**config.mk**
```make
export PLATFORM = sky130hd
export DESIGN_NAME = stopwatch_timebase
export DESIGN_NICKNAME = d
export VERILOG_FILES = /design/src/rtl/timer_pkg.sv /design/src/rtl/stopwatch_timebase_prescaler.sv /design/src/rtl/stopwatch_timebase.sv
export SDC_FILE = /design/constraint.sdc
export NUM_CORES = 1
export LEC_CHECK = 0
export CAP_MARGIN = 20
export CORE_MARGIN = 2
export CORE_UTILIZATION = 51
export DETAILED_ROUTE_END_ITERATION = 8
export HOLD_SLACK_MARGIN = 0.02
export PLACE_DENSITY = 0.78
export SLEW_MARGIN = 20
export SYNTH_ARGS = -nofsm -noshare
export SYNTH_HDL_FRONTEND = slang
export SYNTH_SLANG_ARGS = --single-unit
```
**constraint.sdc**
```tcl
create_clock -name clk -period 4.1 [get_ports clk]
set_input_delay 0.82 -clock clk [delete_from_list [all_inputs] [get_ports clk]]
set_output_delay 0.82 -clock clk [all_outputs]
set_load 0.05 [all_outputs]
```
**src/rtl/timer_pkg.sv**
```systemverilog
// Shared types and constants for the stopwatch timebase.
package timer_pkg;

  typedef enum logic [1:0] {
    ST_IDLE      = 2'd0,
    ST_RUNNING   = 2'd1,
    ST_PAUSED    = 2'd2,
    ST_SATURATED = 2'd3
  } sw_state_e;

  localparam int TIME_W_DEFAULT = 39;
  localparam logic [TIME_W_DEFAULT-1:0] TIME_MAX = '1;

endpackage

```
**src/rtl/stopwatch_timebase_prescaler.sv**
```systemverilog
// Divides clk down to one unit strobe every TICK_DIV enabled cycles.
module tick_prescaler #(
  parameter int TICK_DIV = 100000
) (
  input  logic clk,
  input  logic reset,
  input  logic enable,
  input  logic clr,
  output logic tick
);

  localparam int CNT_W = $clog2(TICK_DIV);
  localparam logic [CNT_W-1:0] LAST = CNT_W'(TICK_DIV - 1);

  logic [CNT_W-1:0] count;

  // Wrap strobe; the owner of the time counter registers it.
  assign tick = enable && (count == LAST);

  always_ff @(posedge clk) begin
    if (reset || clr) begin
      count <= '0;
    end else if (enable) begin
      count <= tick ? '0 : count + CNT_W'(1);
    end
  end

endmodule

```
**src/rtl/stopwatch_timebase.sv**
```systemverilog
// Stopwatch core: button edge detect, run/pause/clear FSM, saturating
// elapsed-time counter and lap capture.
//
// state        | meaning
// ST_IDLE      | cleared, waiting for start
// ST_RUNNING   | prescaler counting, time_out advancing
// ST_PAUSED    | time and partial unit frozen
// ST_SATURATED | time_out pinned at all-ones until clear
module stopwatch_timebase
  import timer_pkg::*;
#(
  parameter int TICK_DIV = 100000,
  parameter int TIME_W   = timer_pkg::TIME_W_DEFAULT
) (
  input  logic              clk,
  input  logic              reset,
  input  logic              start_stop,
  input  logic              clear,
  input  logic              lap,
  output logic [TIME_W-1:0] time_out,
  output logic [TIME_W-1:0] lap_time,
  output logic              running,
  output logic              tick,
  output logic              overflow
);

  localparam logic [TIME_W-1:0] TIME_LIM = '1;

  sw_state_e state;
  logic      ss_q, clr_q, lap_q;
  logic      armed;
  logic      press_ss, press_clr, press_lap;
  logic      unit_wrap;
  logic      presc_en, presc_clr;

  // armed masks the first edge after reset so a held button never counts.
  assign press_ss  = start_stop & ~ss_q  & armed;
  assign press_clr = clear      & ~clr_q & armed;
  assign press_lap = lap        & ~lap_q & armed;

  assign presc_en  = (state == ST_RUNNING) && !press_clr;
  assign presc_clr = press_clr || (state == ST_IDLE) || (state == ST_SATURATED);

  tick_prescaler #(.TICK_DIV(TICK_DIV)) u_prescaler (
    .clk    (clk),
    .reset  (reset),
    .enable (presc_en),
    .clr    (presc_clr),
    .tick   (unit_wrap)
  );

  assign running  = (state == ST_RUNNING);
  assign overflow = (state == ST_SATURATED);

  always_ff @(posedge clk) begin
    if (reset) begin
      state    <= ST_IDLE;
      time_out <= '0;
      lap_time <= '0;
      tick     <= 1'b0;
      ss_q     <= 1'b0;
      clr_q    <= 1'b0;
      lap_q    <= 1'b0;
      armed    <= 1'b0;
    end else begin
      ss_q  <= start_stop;
      clr_q <= clear;
      lap_q <= lap;
      armed <= 1'b1;
      tick  <= 1'b0;
      if (press_clr) begin
        state    <= ST_IDLE;
        time_out <= '0;
        lap_time <= '0;
      end else begin
        if (press_lap && (state != ST_IDLE)) lap_time <= time_out;
        case (state)
          ST_IDLE: if (press_ss) state <= ST_RUNNING;
          ST_RUNNING: begin
            // Saturation outranks a coincident pause request.
            if (unit_wrap && (time_out == TIME_LIM)) begin
              state <= ST_SATURATED;
            end else begin
              if (unit_wrap) begin
                time_out <= time_out + TIME_W'(1);
                tick     <= 1'b1;
              end
              if (press_ss) state <= ST_PAUSED;
            end
          end
          ST_PAUSED: if (press_ss) state <= ST_RUNNING;
          default: ;
        endcase
      end
    end
  end

endmodule

```
# Yosys cells after proc, flatten, opt, wreduce, memory -nomap -nowiden
# Index checks and enable logic that the tools add are counted.
[totals]
reg_bits = 102
output_inout_bits = 81
[op_classes]
addsub = 2
eq_ne = 7
muxes = 7
n_bitwise = 11
n_reduce_logical = 16
[op_table]
columns = ["op", "count"]
rows = [
  ["39-bit by 1-bit adder with 39-bit output (second input constant)", 1],
  ["39-bit equality test (second input constant)", 1],
  ["17-bit by 1-bit adder with 17-bit output (second input constant)", 1],
  ["17-bit equality test (second input constant)", 1],
  ["17-bit 2-to-1 mux", 1],
  ["1-bit bitwise AND", 6],
  ["2-bit 2-to-1 mux", 3],
  ["3-bit AND reduction", 2],
  ["1-bit inverter", 5],
  ["2-bit equality test (second input constant)", 2],
  ["1-bit logical AND", 4],
  ["2-bit case mux with 2 select lines", 1],
  ["2-bit nonzero test", 2],
  ["2-bit OR reduction", 2],
  ["4-bit OR reduction", 1],
  ["1-bit logical OR", 3],
  ["3-bit by 1-bit != test with 1-bit output (second input constant)", 1],
  ["2-bit by 1-bit equality test with 1-bit output (second input constant)", 1],
  ["2-bit zero test", 1],
  ["1-bit 2-to-1 mux", 2],
  ["2-bit by 1-bit != test with 1-bit output (second input constant)", 1],
  ["1-bit zero test", 1],
]

# Depth between registers and ports, before layout
# Gate-level depths: netlist (run 1).
[depth]
ltp_word = 9
ltp_mapped = 9
mapped_depth_nobuf = 5

# Modules after synthesis
# A second synthesis (run 1) with hierarchy kept.
[hier_totals]
cells_unflattened = 532
area_unflattened_um2 = 4458.0
[modules_own_cells]
columns = ["module", "instances", "cells_per_inst", "area_per_inst_um2", "seq_area_each_um2"]
rows = [
  ["stopwatch_timebase", 1, 437, 3619.7, 1701.6],
  ["tick_prescaler", 1, 95, 838.3, 340.3],
]

# Least setup slack after synthesis (run 1)
# Ideal clock, no wire load.
[synth_path]
kind = "input port to flip-flop"
startpoint = "in clear"
endpoint = "reg time_out[12]"
setup_ns = 0.070
t_arrival_ns = 2.183
path_slack_ns = 1.847
stages = 7
path_buffers = 2
path_cell_list = "nand3b_1 -> and4_1 -> buf_6 -> nand2_4 -> buf_6 -> or4_1 -> a21oi_1"
[synth_via]
elab_chain_cells = 8
word_cells_on_any_way = 9
[synth_rtl]
columns = ["item", "line", "rtl"]
rows = [
  ["start: declaration", "stopwatch_timebase.sv:18", "input logic clear,"],
  ["1-bit bitwise AND * (2 in a row)", "stopwatch_timebase.sv:38", "assign press_clr = clear & ~clr_q & armed;"],
  ["1-bit zero test", "stopwatch_timebase.sv:41", "assign presc_en = (state == ST_RUNNING) && !press_clr;"],
  ["1-bit logical AND", "stopwatch_timebase.sv:41", ""],
  ["1-bit logical AND", "stopwatch_timebase_prescaler.sv:18", "assign tick = enable && (count == LAST);"],
  ["1-bit logical AND", "stopwatch_timebase.sv:81", "if (unit_wrap && (time_out == TIME_LIM)) begin"],
  ["1-bit inverter (no source line)", "n/a", ""],
  ["3-bit AND reduction (no source line)", "n/a", ""],
  ["end signal: assignment", "stopwatch_timebase.sv:85", "time_out <= time_out + TIME_W'(1);"],
  ["end: declaration", "stopwatch_timebase.sv:20", "output logic [TIME_W-1:0] time_out,"],
]
# Every way passes the cells marked *; elsewhere a longest branch is shown, timed or not.
# A chain may end at the register's enable or synchronous reset.

# Worst setup path after layout (run 1)
[layout_path]
startpoint = "in clear"
endpoint = "reg u_prescaler.count[10]"
[layout_via]
elab_chain_cells = 6
word_cells_on_any_way = 9
[layout_rtl]
columns = ["item", "line", "rtl"]
rows = [
  ["1-bit bitwise AND * (2 in a row)", "stopwatch_timebase.sv:38", ""],
  ["1-bit zero test", "stopwatch_timebase.sv:41", ""],
  ["1-bit logical AND", "stopwatch_timebase.sv:41", ""],
  ["1-bit logical AND", "stopwatch_timebase_prescaler.sv:18", ""],
  ["17-bit 2-to-1 mux", "stopwatch_timebase_prescaler.sv:24", "count <= tick ? '0 : count + CNT_W'(1);"],
  ["end signal: assignment", "stopwatch_timebase_prescaler.sv:24", ""],
  ["end: declaration", "stopwatch_timebase_prescaler.sv:15", "logic [CNT_W-1:0] count;"],
]
# Marks and branches as above.

==> flow_metrics.py, run 1 <==
metrics = {
    "sta": {
        "rsz0062_at_grt": "no",
        "slew_viol_final": 0,
        "tightest_slew_ps": 862,
        "setup-tns-final_ps": 0,
        "finalClockSkew_ps": 10.9,
        "fmax_mhz": 339,
        "setup_slack_ps": 1150,
        "final.min_clock_period_ps": 2950,
        "hold_violations": 0,
        "finalSetupViolations": 0,
        "relSlewSlack_pct": 42.4,
        "fin_crit_sh_pct": 71.9,
    },
    "setup_path": {
        "critical_path_class": "primary input to flop",
        "rrSetupSlack_ps": 1630,
        "crit_path_end_kind": "flop",
        "crit_slowest_cell": "and2_1",
        "worstPathArrival_ps": 3240,
        "critPathLaunchType": "primary input",
        "cp_max_fo": 21,
        "crit_required_ps": 4390,
        "path_cells": "clkdlybuf4s50_1 -> nand3b_1 -> and2_1 -> o21ai_0 -> nand2b_1 -> nor2_1",
        "max_stage_delay_ps": 660,
    },
    "logic_synthesis": {
        "synth_top_family_by_area": "simple AND/OR/NAND/NOR gates",
        "synthCells": 544,
        "synthXorXnorAreaFrac_pct": 2.90,
        "synth_seq_area_share_pct": 45.0,
        "synth_cell_types": 44,
        "synthAdderAreaFrac_pct": 0.552,
        "synth-seq-cells": 102,
        "syn_area_um2": 4530,
        "synth_mux_area_share_pct": 1.99,
        "synth_compound_area_share_pct": 13.5,
        "synth_edf_count": 0,
        "synthFlopType": "dfxtp_1",
        "synth-simple-area-share_pct": 31.8,
        "async_flop_share_pct": 0,
        "yosys_warnings": 0,
        "syn_area_per_cell_um2": 8.33,
        "syn-num-nets": 551,
    },
    "routing": {
        "dr.pass1.iters": 6,
        "drtIter0Drc": 195,
        "vias_per_cell": 5.85,
        "wl_per_cell_um": 15.7,
        "drc": 0,
        "wirelength_mm": 11.3,
        "final_antenna_net_count": 0,
        "dr_total_vias": 4226,
    },
    "power": {
        "powerDensity_nw_per_um2": 303,
        "ir_worst_vdd_v": 0.000165,
        "p_leak_nw": 1.72,
        "seqPwrFrac_pct": 58.6,
        "internal_power_mw": 1.32,
        "pwr-share-comb_pct": 2.8,
        "p_switching_mw": 0.377,
        "clockPowerShare_pct": 38.6,
        "switching_share_pct": 22.2,
    },
    "cts": {
        "cts_resized": 0,
        "clock_latency_ps": 370,
        "clk_pin_slew_ps": 90,
        "htreeDepth": 3,
        "cts_buffers": 9,
        "post_cts.repair.setup_buffers": 0,
        "cts.sinks": 102,
        "cts.path.max_buffers": 2,
        "ctsRootBufferMaster": "clkbuf_8",
        "cts_tree": "yes",
        "cts_hold_buffers": 0,
    },
    "layout": {
        "drive_above_1_share_pct": 4.72,
        "antenna_cells": 0,
        "fin_nets": 616,
        "syn_to_final_growth_pct": 23.5,
    },
    "global_routing": {
        "grt_pass1_vias": 3980,
        "grt_max_degree": 50,
        "grt_usage_pct": 23.3,
        "gr-total-overflow": 0,
        "antenna_found_initial": 0,
        "grt_pass1_wl_mm": 18.8,
    },
    "floorplanning": {
        "coreArea_um2": 8680,
        "io_pins": 86,
        "die_w_um": 98.3,
        "start_util_pct": 52.2,
        "die_y_um": 98.3,
        "die_area_um2": 9660,
        "rows": 34,
    },
    "run": {
        "maxCapViolCount": 0,
    },
    "place": {
        "pre_cts_slack_ps": 823,
        "dp_hpwl_mm": 7.72,
        "gp_congestion": 0.833,
        "io_buffers": 85,
    },
    "status": {
        "status": "completed",
    },
    "worst_hold_path": {
        "hold_path_class": "flop to flop",
    },
}
-- power by group through the flow --
stage / sequential [mW] / clock [mW] / combinational (mW)
finish: 0.994 / 0.655 / 0.0482
global route: 0.995 / 0.705 / 0.0528
CTS: 0.995 / 0.669 / 0.0479
detailed placement: 1.02 / 0 / 0.0478
global placement: 1.02 / 0 / 0.0463
floorplan: 1.02 / 0 / 0.0332
-- cells in the mapped netlist, drive strengths merged, types with 7 or more instances --
| cell type | count | area share [%] |
|---|---|---|
| mux2i | 9 | 2.0 |
| and4 | 13 | 2.6 |
| nand2b | 10 | 1.4 |
| nand2 | 109 | 9.2 |
| or4 | 24 | 4.0 |
| buf | 15 | 2.0 |
| nor2 | 21 | 1.7 |
| o31ai | 24 | 4.0 |
| xnor2 | 9 | 1.7 |
| nand3 | 20 | 2.2 |
| and3 | 9 | 1.2 |
| and2 | 8 | 1.1 |
| nor3 | 10 | 1.1 |
| dfxtp | 102 | 45 |
| clkbuf | 20 | 1.7 |
| a21oi | 70 | 7.7 |
| nand4 | 20 | 3.2 |
| o21ai | 7 | 0.77 |
-- path summary, 6_finish.rpt --
check / start / to / depth (start not counted)
hold reg to reg: lap_time[6] / lap_time[6] / 2
hold / removal: lap_time[6] / lap_time[6] / 2
setup reg to reg: state[0] / time_out[27] / 5
setup / recovery: clear / u_prescaler.count[10] / 6
-- cells by family (layout without fill, tap and decap cells) --
kind of cell	after synthesis	count (layout)
xor+xnor	15	15
simple gates	268	268
flops	102	102
mux	9	9
buf+inv	41	111
compound gates	107	107
fa+ha+maj	2	2
-- stage by stage --
stage / hold WS [ps] / power (mW) / util (%) / std cells / cell area (um^2)
floorplan: 444 / 1.05 / - / 544 / 4530
global placement: 442 / 1.06 / 62.1 / 706 / 5390
detailed placement: 447 / 1.07 / 62.1 / 706 / 5390
CTS: 460 / 1.71 / 64.5 / 722 / 5600
global route: 479 / 1.75 / 64.5 / 722 / 5600
finish: 457 / 1.70 / 64.5 / 722 / 5600
-- critical path: cells and delay by family --
family	cells	cell delay [ps]
AO/OA/AOI/OAI	1	350
AND/OR/NAND/NOR	4	1640
buffers and inverters	1	420
-- sequential cells by signal, summed over array words and instances (netlist names) --
register / count
ss_q: 1
u_prescaler.count: 17
state: 2
time_out: 39
armed: 1
clr_q: 1
lap_time: 39
lap_q: 1
tick: 1
-- layer usage --
metal | share of wire [%] | track usage (%) | up-vias
met2 | 49 | 39.7 | 101
met4 | 1.5 | 8.43 | 0
met1 | 45 | 30.0 | 2026
met3 | 4.4 | 3.44 | 16
li1 | - | - | 2083
met5 | 0 | 0 | -
-- cells in the final DEF, fill, tap and decap left out, drive strengths merged, types with 5 or more instances in the layout --
cell type / count
a21oi: 70
and2: 8
and3: 9
and4: 13
clkbuf: 11
clkdlybuf4s50: 85
dfxtp: 102
inv: 6
mux2i: 9
nand2: 109
nand2b: 10
nand3: 20
nand4: 20
nor2: 21
nor3: 10
nor4: 6
o21ai: 7
o31ai: 24
or3: 5
or4: 24
xnor2: 9
xor2: 6
-- cell type report --
cell class                      instances  area, um^2
Fill cell                             752        3080
Inverter                                6        22.5
Timing Repair Buffer                   89         881
Clock buffer                           11         151
Multi-Input combinational cell        401        2310
Clock inverter                          5        57.6
Sequential cell                       102        2040
Tap cell                              108         135
No activity file was read; power rests on OpenSTA's default activity.
==> inputs of run 2 (changes only) <==
--- a/config.mk
+++ b/config.mk
@@ -7,10 +7,10 @@
 export LEC_CHECK = 0
 export CAP_MARGIN = 20
 export CORE_MARGIN = 2
-export CORE_UTILIZATION = 51
+export CORE_UTILIZATION = 47
 export DETAILED_ROUTE_END_ITERATION = 8
 export HOLD_SLACK_MARGIN = 0.02
-export PLACE_DENSITY = 0.78
+export PLACE_DENSITY = 0.76
 export SLEW_MARGIN = 20
 export SYNTH_ARGS = -nofsm -noshare
 export SYNTH_HDL_FRONTEND = slang
==> constraint.sdc (replaced) <==
create_clock -name clk -period 2.7 [get_ports clk]
set_input_delay 0.54 -clock clk [delete_from_list [all_inputs] [get_ports clk]]
set_output_delay 0.54 -clock clk [all_outputs]
set_load 0.05 [all_outputs]
==> run 2 against run 1 <==
Net effect:
- critical path depth decreased by 4
- routed wire length rose by 1.3%
- combinational power increased by 72%
- register-to-register slack got worse by 1300 ps
- cell area rose by 1.3%
- first-iteration DRC count rose by 10%
- global-route usage decreased by 0.65 points
- via count up 0.43%
- worst setup slack lost 1000 ps
- die area up 8.2%
- sequential power is 52% higher
- highest routed layer unchanged
==> flow_metrics.py, run 2 (same netlist as run 1, synthesis figures left out) <==
metrics = {
    "cts": {
        "htreeDepth": 3,
        "cts.sinks": 102,
        "cts.path.max_buffers": 2,
        "cts_hold_buffers": 0,
        "cts_tree": "yes",
        "clk_pin_slew_ps": 90,
        "post_cts.repair.setup_buffers": 0,
        "cts_resized": 0,
        "clock_latency_ps": 380,
        "cts_buffers": 9,
        "ctsRootBufferMaster": "clkbuf_8",
    },
    "routing": {
        "wirelength_mm": 11.5,
        "vias_per_cell": 5.64,
        "dr_total_vias": 4244,
        "drtIter0Drc": 215,
        "dr.pass1.iters": 4,
        "final_antenna_net_count": 0,
        "drc": 0,
        "wl_per_cell_um": 15.2,
    },
    "setup_path": {
        "critPathLaunchType": "flop",
        "startpoint": "state[0]",
        "critical_path_class": "flop to primary output",
        "crit_required_ps": 2160,
        "r2r-start": "state[0]",
        "rr_worst_depth": 5,
        "cp_max_fo": 10,
        "r2r_end": "time_out[14]",
        "rrSetupSlack_ps": 340,
        "crit_end": "running",
        "crit_path_end_kind": "primary output",
        "worstPathArrival_ps": 2030,
    },
    "power": {
        "switching_share_pct": 24.3,
        "p_leak_nw": 1.73,
        "powerDensity_nw_per_um2": 437,
        "pwr-share-comb_pct": 3.3,
        "clockPowerShare_pct": 35.7,
        "ir_worst_vdd_v": 0.000247,
        "p_switching_mw": 0.603,
        "internal_power_mw": 1.87,
        "seqPwrFrac_pct": 61.0,
    },
    "floorplanning": {
        "rows": 35,
        "die_y_um": 102,
        "start_util_pct": 48.8,
        "die_w_um": 102,
        "io_pins": 86,
        "coreArea_um2": 9280,
        "die_area_um2": 10400,
    },
    "global_routing": {
        "grt_max_degree": 50,
        "antenna_found_initial": 0,
        "gr-total-overflow": 0,
        "grt_usage_pct": 22.6,
        "grt_pass1_vias": 4051,
        "grt_pass1_wl_mm": 19.0,
    },
    "layout": {
        "finalNonFillerCells": 752,
        "fin_nets": 625,
        "syn_to_final_growth_pct": 25.0,
        "stdcell_area_um2": 5670,
        "drive_above_1_share_pct": 5.94,
        "layout.cells.most_common_list": "107 x nand2_1, 102 x dfxtp_1, 85 x clkdlybuf4s50_1",
        "final_util_pct": 61.0,
        "antenna_cells": 0,
        "reg.largest.list": "lap_time (39), time_out (39), u_prescaler.count (17)",
        "final_common_cell": "nand2_1",
    },
    "sta": {
        "finalClockSkew_ps": 22.4,
        "rsz0062_at_grt": "no",
        "hold_violations": 0,
        "final.min_clock_period_ps": 2570,
        "fmax_mhz": 389,
        "tightest_slew_ps": 660,
        "fin_crit_sh_pct": 95.2,
        "slew_viol_final": 0,
        "relSlewSlack_pct": 56.0,
        "finalSetupViolations": 0,
        "setup-tns-final_ps": 0,
    },
    "worst_hold_path": {
        "hold_path_class": "flop to flop",
    },
    "status": {
        "status": "completed",
    },
    "place": {
        "dp_hpwl_mm": 7.87,
        "place_area_um2": 5490,
        "dp_cells": 736,
        "gp_congestion": 0.866,
        "io_buffers": 85,
    },
    "run": {
        "maxCapViolCount": 0,
    },
}
-- run 2: power groups by stage --
| stage | sequential, mW | clock [mW] | combinational [mW] |
|---|---|---|---|
| final | 1.51 | 0.884 | 0.0829 |
| after global routing | 1.51 | 0.962 | 0.0912 |
| after CTS | 1.51 | 0.907 | 0.0835 |
| after detailed placement | 1.55 | 0 | 0.0833 |
| after global placement | 1.55 | 0 | 0.0808 |
| after floorplan | 1.54 | 0 | 0.0505 |
-- run 2: stage by stage --
step | power [mW] | setup slack [ps] | hold slack [ps]
final | 2.48 | 130 | 456
after global placement | 1.63 | 158 | 441
after floorplan | 1.59 | 510 | 444
after CTS | 2.50 | 122 | 461
after global routing | 2.57 | 19.1 | 485
after detailed placement | 1.63 | 97.9 | 448
-- run 2: area by class of cell --
class	count	area [um^2]
multi-input cells	401	2310
flip-flops and latches	102	2040
well taps	129	161
clock inverters	6	45.0
repair buffers	98	961
inverters	6	22.5
fillers	841	3620
clock buffers	10	128
-- run 2: worst min-delay path by stage --
stage                                    start                   end  depth (start not counted)
after floorplan           u_prescaler.count[1]  u_prescaler.count[1]                          2
final                             lap_time[32]          lap_time[32]                          2
after global placement            lap_time[20]          lap_time[20]                          2
after CTS                         lap_time[15]          lap_time[15]                          2
after detailed placement          lap_time[15]          lap_time[15]                          2
after global routing              lap_time[32]          lap_time[32]                          2
-- run 2: layer usage --
metal,wire (um),track usage (%),part of all wire [%],vias up
li1,-,-,-,2100
met2,5540,37.7,48,100
met1,5190,29.2,45,2029
met3,539,3.97,4.7,15
met5,0,0,0,-
met4,172,9.03,1.5,0
-- run 2: worst max-delay path: stages, from the launching register on --
cell	delay, ps
dfxtp_1	450
and2b_1	350
clkdlybuf4s50_1	870
==> inputs of run 3 (changes only) <==
--- a/config.mk
+++ b/config.mk
@@ -11,6 +11,7 @@
 export DETAILED_ROUTE_END_ITERATION = 8
 export HOLD_SLACK_MARGIN = 0.02
 export PLACE_DENSITY = 0.76
+export RECOVER_POWER = 50
 export SLEW_MARGIN = 20
 export SYNTH_ARGS = -nofsm -noshare
 export SYNTH_HDL_FRONTEND = slang
==> run 3 against run 2 <==
Net effect:
- core utilization is 0.31 points lower
- worst setup slack worse by 4.3 ps
- maximum frequency is 0.17% lower
- global-route usage stayed put
- count of clock-buffer cells in the layout stayed put
- clock skew hardly changed
- power is 0.11% lower
- sequential cell count stayed put
- first-iteration DRC count is 33% higher
- critical endpoint unchanged
==> flow_metrics.py, run 3 (same netlist as run 1, synthesis figures left out) <==
metrics = {
    "routing": {
        "top_layer": "met4",
        "dr.pass1.iters": 4,
        "dr_total_vias": 4271,
        "wl_per_cell_um": 15.2,
        "drc": 0,
        "final_antenna_net_count": 0,
        "wirelength_mm": 11.4,
        "wl_met1_mm": 5.22,
        "drtIter0Drc": 287,
        "met3WireLength_um": 445,
        "wl_met2_mm": 5.56,
        "vias_per_cell": 5.68,
    },
    "layout": {
        "reg.largest.list": "lap_time (39), time_out (39), u_prescaler.count (17)",
        "syn_to_final_growth_pct": 24.4,
        "drive_above_1_share_pct": 5.30,
        "final_common_cell": "nand2_1",
        "fin_nets": 625,
        "final_util_pct": 60.7,
        "antenna_cells": 0,
        "layout.cells.most_common_list": "108 x nand2_1, 102 x dfxtp_1, 70 x a21oi_1",
        "stdcell_area_um2": 5640,
    },
    "sta": {
        "tightest_slew_ps": 972,
        "hold_violations": 0,
        "fin_crit_sh_pct": 95.3,
        "setup_slack_ps": 126,
        "setup-tns-final_ps": 0,
        "finalClockSkew_ps": 22.8,
        "finalSetupViolations": 0,
        "final.min_clock_period_ps": 2570,
        "holdWs_ps": 454,
        "slew_viol_final": 0,
        "rsz0062_at_grt": "no",
        "fmax_mhz": 388,
        "relSlewSlack_pct": 35.0,
    },
    "floorplanning": {
        "die_w_um": 102,
        "rows": 35,
        "die_y_um": 102,
        "die_area_um2": 10400,
        "start_util_pct": 48.8,
        "coreArea_um2": 9280,
        "io_pins": 86,
    },
    "global_routing": {
        "grt_usage_pct": 22.6,
        "grt_pass1_vias": 4051,
        "grt_pass1_wl_mm": 19.0,
        "grt_max_degree": 50,
        "gr-total-overflow": 0,
        "antenna_found_initial": 0,
    },
    "setup_path": {
        "critPathLaunchType": "flop",
        "crit_required_ps": 2160,
        "worstPathArrival_ps": 2030,
        "critical_path_class": "flop to primary output",
        "cp_max_fo": 10,
        "crit_path_end_kind": "primary output",
    },
    "place": {
        "pre_cts_slack_ps": 97.9,
        "io_buffers": 85,
        "gp_congestion": 0.866,
        "place_area_um2": 5490,
        "dp_hpwl_mm": 7.87,
    },
    "cts": {
        "ctsRootBufferMaster": "clkbuf_8",
        "cts.path.max_buffers": 2,
        "clock_latency_ps": 380,
        "post_cts.repair.setup_buffers": 0,
        "htreeDepth": 3,
        "cts_resized": 0,
        "cts.sinks": 102,
        "clk_pin_slew_ps": 90,
        "cts_buffers": 9,
        "cts_hold_buffers": 0,
        "cts_tree": "yes",
    },
    "power": {
        "p_leak_nw": 1.87,
        "powerDensity_nw_per_um2": 439,
        "ir_worst_vdd_v": 0.000245,
    },
    "run": {
        "maxCapViolCount": 0,
    },
    "status": {
        "status": "completed",
    },
    "worst_hold_path": {
        "hold_path_class": "flop to flop",
    },
}
## run 3: cell count changes in the layout (fill, tap and decap cells not counted), moves of 3 or more
| cell | before | now |
|---|---|---|
| buf_4 | 12 | 8 |
| clkbuf_1 | 1 | 4 |
| clkdlybuf4s50_1 | 85 | 40 |
| dlygate4sd3_1 | 0 | 45 |
## run 3: final cells by class
class | instances | area [um^2]
Timing Repair Buffer | 98 | 935
Multi-Input combinational cell | 401 | 2300
Clock buffer | 10 | 128
Clock inverter | 6 | 45.0
Inverter | 6 | 22.5
Tap cell | 129 | 161
Fill cell | 850 | 3650
Sequential cell | 102 | 2040
## run 3: final timing paths
| check | from | slack (ps) | cells after the start | endpoint |
|---|---|---|---|---|
| setup / recovery | state[0] | 130 | 2 | running |
| hold / removal | lap_time[32] | 450 | 2 | lap_time[32] |
| setup reg to reg | state[0] | 340 | 5 | time_out[4] |
| hold reg to reg | lap_time[32] | 450 | 2 | lap_time[32] |
## run 3: worst max-delay path, cell delays in order (launching register included)
cell and delay [ps]:
dfxtp_1 450, and2b_1 350, clkdlybuf4s50_1 870
## run 3: metal layers
layer	vias to the layer above	GRT usage, %
met2	96	37.7
li1	2097	-
met1	2063	29.2
met5	-	0
met4	0	9.03
met3	15	3.97
## run 3: per-stage QoR
stage	power [mW]	cells
3_3_place_gp	1.63	736
5_1_grt	2.56	752
2_1_floorplan	1.59	544
3_5_place_dp	1.63	736
4_1_cts	2.50	752
6_report	2.47	752
## run 3: where the power goes
group | switching [mW] | internal [mW] | total (mW) | leakage (nW)
Sequential | 0.00285 | 1.51 | 1.51 | 0.822
Combinational | 0.0562 | 0.0208 | 0.0771 | 0.972
Clock | 0.547 | 0.341 | 0.887 | 0.0793
